$ cat config.mk
export PLATFORM = sky130hd
export DESIGN_NAME = parking_timer_sched
export DESIGN_NICKNAME = d
export VERILOG_FILES = /design/src/rtl/parking_timer_sched.sv
export SDC_FILE = /design/constraint.sdc
export NUM_CORES = 1
export LEC_CHECK = 0
export CAP_MARGIN = 20
export CORE_UTILIZATION = 60
export CTS_CLUSTER_SIZE = 20
export DETAILED_ROUTE_END_ITERATION = 10
export DONT_BUFFER_PORTS = 1
export PLACE_DENSITY_LB_ADDON = 0.3
export SYNTH_ARGS = -nofsm -noshare
export SYNTH_HDL_FRONTEND = slang
export SYNTH_SLANG_ARGS = --single-unit
$ cat constraint.sdc
create_clock -name clk -period 2.9 [get_ports clk]
set_clock_uncertainty 0.15 [all_clocks]
set_input_delay 0.58 -clock clk [delete_from_list [all_inputs] [get_ports clk]]
set_output_delay 0.58 -clock clk [all_outputs]
set_load 0.05 [all_outputs]
$ cat src/rtl/parking_timer_sched.sv
// parking_timer_sched: shared 1 Hz timebase plus round-robin loaded countdown channels.
// Optional TIMER_PAUSE_EN adds a pause input that freezes the timebase and the countdown.
module parking_timer_sched #(
    parameter int CLK_HZ = 50_000_000,
    parameter int NUM_CH = 4,
    parameter int DUR_W  = 8
) (
    input  logic                    clk,
    input  logic                    reset,
    input  logic [NUM_CH-1:0]       req,
    input  logic [NUM_CH*DUR_W-1:0] dur,
    input  logic [NUM_CH-1:0]       cancel,
`ifdef TIMER_PAUSE_EN
    input  logic                    pause,
`endif
    output logic [NUM_CH-1:0]       grant,
    output logic [NUM_CH-1:0]       busy,
    output logic [NUM_CH-1:0]       done,
    output logic                    tick_1hz
);

    localparam int PRE_W = (CLK_HZ > 1) ? $clog2(CLK_HZ) : 1;
    localparam int PTR_W = $clog2(NUM_CH);
    localparam logic [PRE_W-1:0] PRE_MAX = PRE_W'(CLK_HZ - 1);
    localparam logic [PTR_W-1:0] PTR_RST = PTR_W'(NUM_CH - 1);

    logic [PRE_W-1:0]  r_pre;
    logic              r_tick;
    logic [PTR_W-1:0]  r_ptr;
    logic [NUM_CH-1:0] r_grant;
    logic [NUM_CH-1:0] r_busy;
    logic [NUM_CH-1:0] r_done;
    logic [DUR_W-1:0]  r_cnt [NUM_CH];

    logic              w_pause;
    logic              w_wrap;
    logic [NUM_CH-1:0] w_elig;
    logic [NUM_CH-1:0] w_gnt;
    logic              w_found;
    logic [PTR_W-1:0]  w_gidx;
    logic [PTR_W-1:0]  w_cand;

`ifdef TIMER_PAUSE_EN
    assign w_pause = pause;
`else
    assign w_pause = 1'b0;
`endif

    assign w_wrap = (r_pre == PRE_MAX);

    // A channel still showing its grant is held off so a lingering req is not re-granted.
    assign w_elig = req & ~r_busy & ~cancel & ~r_grant;

    always_comb begin
        w_gnt   = '0;
        w_found = 1'b0;
        w_gidx  = r_ptr;
        w_cand  = r_ptr;
        for (int j = 1; j <= NUM_CH; j++) begin
            w_cand = PTR_W'((int'(r_ptr) + j) % NUM_CH);
            if (!w_found && w_elig[w_cand]) begin
                w_found = 1'b1;
                w_gidx  = w_cand;
            end
        end
        w_gnt[w_gidx] = w_found;
    end

    always_ff @(posedge clk or negedge reset) begin
        if (!reset) begin
            r_pre   <= '0;
            r_tick  <= 1'b0;
            r_ptr   <= PTR_RST;
            r_grant <= '0;
            r_busy  <= '0;
            r_done  <= '0;
            for (int i = 0; i < NUM_CH; i++) begin
                r_cnt[i] <= '0;
            end
        end else begin
            if (!w_pause) begin
                r_pre <= w_wrap ? '0 : r_pre + 1'b1;
            end
            r_tick  <= w_wrap && !w_pause;
            r_grant <= w_gnt;
            if (w_found) begin
                r_ptr <= w_gidx;
            end
            // A tick already issued before pause rose is still consumed.
            for (int i = 0; i < NUM_CH; i++) begin
                r_done[i] <= 1'b0;
                if (r_busy[i] && cancel[i]) begin
                    r_busy[i] <= 1'b0;
                    r_cnt[i]  <= '0;
                end else if (r_busy[i] && r_tick && r_cnt[i] != '0) begin
                    r_cnt[i] <= r_cnt[i] - 1'b1;
                    if (r_cnt[i] == DUR_W'(1)) begin
                        r_busy[i] <= 1'b0;
                        r_done[i] <= 1'b1;
                    end
                end else if (w_gnt[i]) begin
                    if (dur[i*DUR_W +: DUR_W] == '0) begin
                        r_done[i] <= 1'b1;
                    end else begin
                        r_cnt[i]  <= dur[i*DUR_W +: DUR_W];
                        r_busy[i] <= 1'b1;
                    end
                end
            end
        end
    end

    assign grant    = r_grant;
    assign busy     = r_busy;
    assign done     = r_done;
    assign tick_1hz = r_tick;

endmodule
==> impl_results.md <==
- Achievable clock frequency: 388 MHz
- Clock tree root driver cell: clkbuf_8
- Final net count: 532
- First-pass GRT wire length: 16.0 mm
- Max-capacitance violation count: 0
- Arrival time at the worst endpoint: 2700 ps
- Critical path endpoint category: flop
- Sum of net half-perimeters after detailed placement: 6.84 mm
- Total leakage power: 2.08 nW
- Drc violations: 0
- Clk sinks: 73
- Startpoint of the worst-slack reg-to-reg timing path: r_cnt[24]
- Post-route fraction of the period consumed by the critical path: 88.9%
- Share of power burned in registers: 37.9%
- CTS tree: built
- Setup TNS: 0 ps
- Post-synthesis register bit count: 73
- Antenna violations before repair: 0
- Overflow left after global routing: 0
- Most common flop cell mapped by yosys: dfrtp_1
- Cell types with the highest counts after synthesis: dfrtp_1, nor2_1, a21oi_1, nand2_1, inv_1
- CTS max path bufs: 2
- Total number of H-tree levels: 3
- Int Power: 2.56 mW
- All-layer global routing usage: 27.5%
- Sequential-to-total area share from yosys stat: 42.7%
- Series of cell instances along the critical path: inv_1 -> ha_1 -> or4b_2 -> o221ai_1 -> and2_1 -> mux2i_1
- Crit path required time: 3020 ps
- Final Hold Vio Count: 0
- WL met2: 4.60 mm
- Antenna-violating nets left: 0
- Post-cts repair resize count: 0
- Die ar.: 7490 um^2
- Vias: 3708
- Met1 WL: 4.26 mm
- End of the critical path: r_cnt[25]
- Number of search-and-repair iterations in the first detailed-routing pass: 5
- Starting Density: 62.7%
- Peak VDD IR: 0.388 mV
- Kind of critical path: reg -> reg
- Count of input and output buffers: 0
- Unique masters post-synth: 66
- Crit Path Max Fanout: 9
- Setup violation total in the final timing report: 0
- Most area-hungry cell type in the Yosys netlist: dfrtp_1
- Number of buffers created by CTS: 9
- Synthesized Nets: 510
- Post-detailed-routing wire length: 9.74 mm
- Average cell area after synthesis: 9.42 um^2
- Cell total after placement: 560
- Leading cell type by number of instances after synthesis: dfrtp_1
- Async SR Flop Fraction: 100%
- Clock-pin slew on the worst setup and hold paths: 80 ps
- CTS Hold Buffers Added: 2
- Part of the power in the clock network: 22.7%
- Cells on worst reg2reg path: 6
- Number of instances in the synthesized netlist: 455
- Via count of the first global-routing pass: 3554
- Yosys warnings: 0
- # diodes: 0
- FF-to-FF setup slack: 320 ps
- Met3 wire len: 728 um
- Startpoint of the tightest hold check path: dur[26]
- Transition at the pin with the smallest max-transition slack: 706 ps
- Relative max-transition margin: 52.4%
- Insertion delay to the later sink of the worst-skew pair: 350 ps
- Cell area after synthesis: 4290 um^2
- Die H: 86.5 um
- Top post-synthesis cells by area: dfrtp_1, nor2_1, a21oi_1
- Max stage delay cell, worst path: or4b_2
- Destination of the worst register-to-register timing path: r_cnt[25]
- Core outline area: 6830 um^2
- Critical path launch point: r_cnt[24]
- Post-layout instance count excluding filler cells: 578
- Switching part of the total: 39.6%
- Setup crit start kind: flop
- Count of standard-cell rows: 30
- Slew Limit Fails: 0
- Combinational Power Share: 39.4%
- Boundary pin count: 55
- Synth top area share: 41.4%
- Clock period minus worst slack: 2580 ps
- Iteration-0 DRC Markers: 282
- Number of synthesized flops with an enable pin: 0
- Top layer reached by signal wires: met4
- Final Wtd Congestion: 0.905
- Post-DR vias/cell: 6.42
- Crit-path max cell delay: 590 ps
- Die outline width: 86.5 um
- Worst hold path class: in -> reg
- Pin count of the biggest net entering global routing: 74
- Avg WL per Cell: 16.9 um
- Power density of the placed cells: 885 nW/um^2
- Setup repair after global routing missed its margin: false
- Layout cells sized above 1: 12.0%
- Run status: finished clean
- Net load switching power: 1.68 mW
- Layout overhead on the synthesized area: 11.9%
- Post-CTS Repair Setup Buffers: 0
-- flip-flops by register name (all words and copies together), names as in the netlist --
name	cells
r_cnt	32
done	4
r_pre	26
r_ptr	2
tick_1hz	1
busy	4
grant	4
-- worst min path at each step --
stage / end / cells past startpoint / slack (ps)
after floorplan: busy[0] / 0 / 130
after global placement: r_cnt[15] / 0 / 140
after detailed placement: r_cnt[15] / 0 / 140
after CTS: r_cnt[2] / 1 / 210
after global routing: r_cnt[4] / 1 / 220
final: r_cnt[2] / 1 / 230
-- logic make-up after synthesis --
family / after synthesis / synth area share [%]
buf+inv: 39 / 3.91
flops: 73 / 42.7
xor+xnor: 27 / 5.52
mux: 6 / 1.46
fa+ha+maj: 13 / 3.79
simple gates: 175 / 22.1
compound gates: 122 / 20.6
-- metal layers --
metal / up-vias / GRT usage, %
li1: 1757 / -
met1: 1772 / 35.7
met2: 162 / 45.0
met3: 17 / 6.19
met4: 0 / 10.8
met5: - / 0
-- through the flow --
step           hold slack [ps]  area (um^2)  power (mW)  setup slack [ps]  util [%]
6_report                   225         4800        4.24               322      70.2
5_1_grt                    215         4800        4.50               181      70.2
4_1_cts                    211         4800        4.22               346      70.2
3_5_place_dp               136         4520        3.22               242      66.1
3_3_place_gp               136         4520        3.16               293      66.1
2_1_floorplan              134         4290        2.81               312         -
-- final cells by class --
class                           count  area (um^2)
Multi-Input combinational cell    343         2300
Clock buffer                       10          138
Timing Repair Buffer               26          218
Sequential cell                    73         1830
Tap cell                           96          120
Fill cell                         535         2040
Inverter                           24         90.1
Clock inverter                      6          105
-- critical path, delay by kind of cell (launching register included) --
family,cells,cell delay [ps]
simple gates,2,1050
flops,1,420
compound gates,1,280
mux,1,250
fa+ha+maj,1,210
buf+inv,1,140
-- cell usage in the layout (no fill, tap or decap), types with 5 or more instances in the layout --
master / instances
dfrtp_1: 71
nor2_1: 46
a21oi_1: 33
nand2_1: 27
inv_1: 24
buf_4: 24
nand3_1: 21
nor4_1: 19
xor2_1: 15
o22ai_1: 15
nor3_1: 13
ha_1: 13
xnor2_1: 12
clkbuf_8: 10
nand4_1: 9
a32oi_1: 9
o21ai_0: 8
a22oi_1: 7
o2bb2ai_1: 7
nand2b_1: 6
o211ai_1: 6
a221o_1: 5
-- power by group through the flow --
stage | sequential (mW) | clock, mW | combinational, mW
3_3_place_gp | 1.60 | 0 | 1.56
6_report | 1.61 | 0.961 | 1.67
5_1_grt | 1.65 | 1.02 | 1.83
2_1_floorplan | 1.67 | 0 | 1.14
4_1_cts | 1.60 | 0.975 | 1.65
3_5_place_dp | 1.61 | 0 | 1.61
Power figures use the tool's default switching activity.
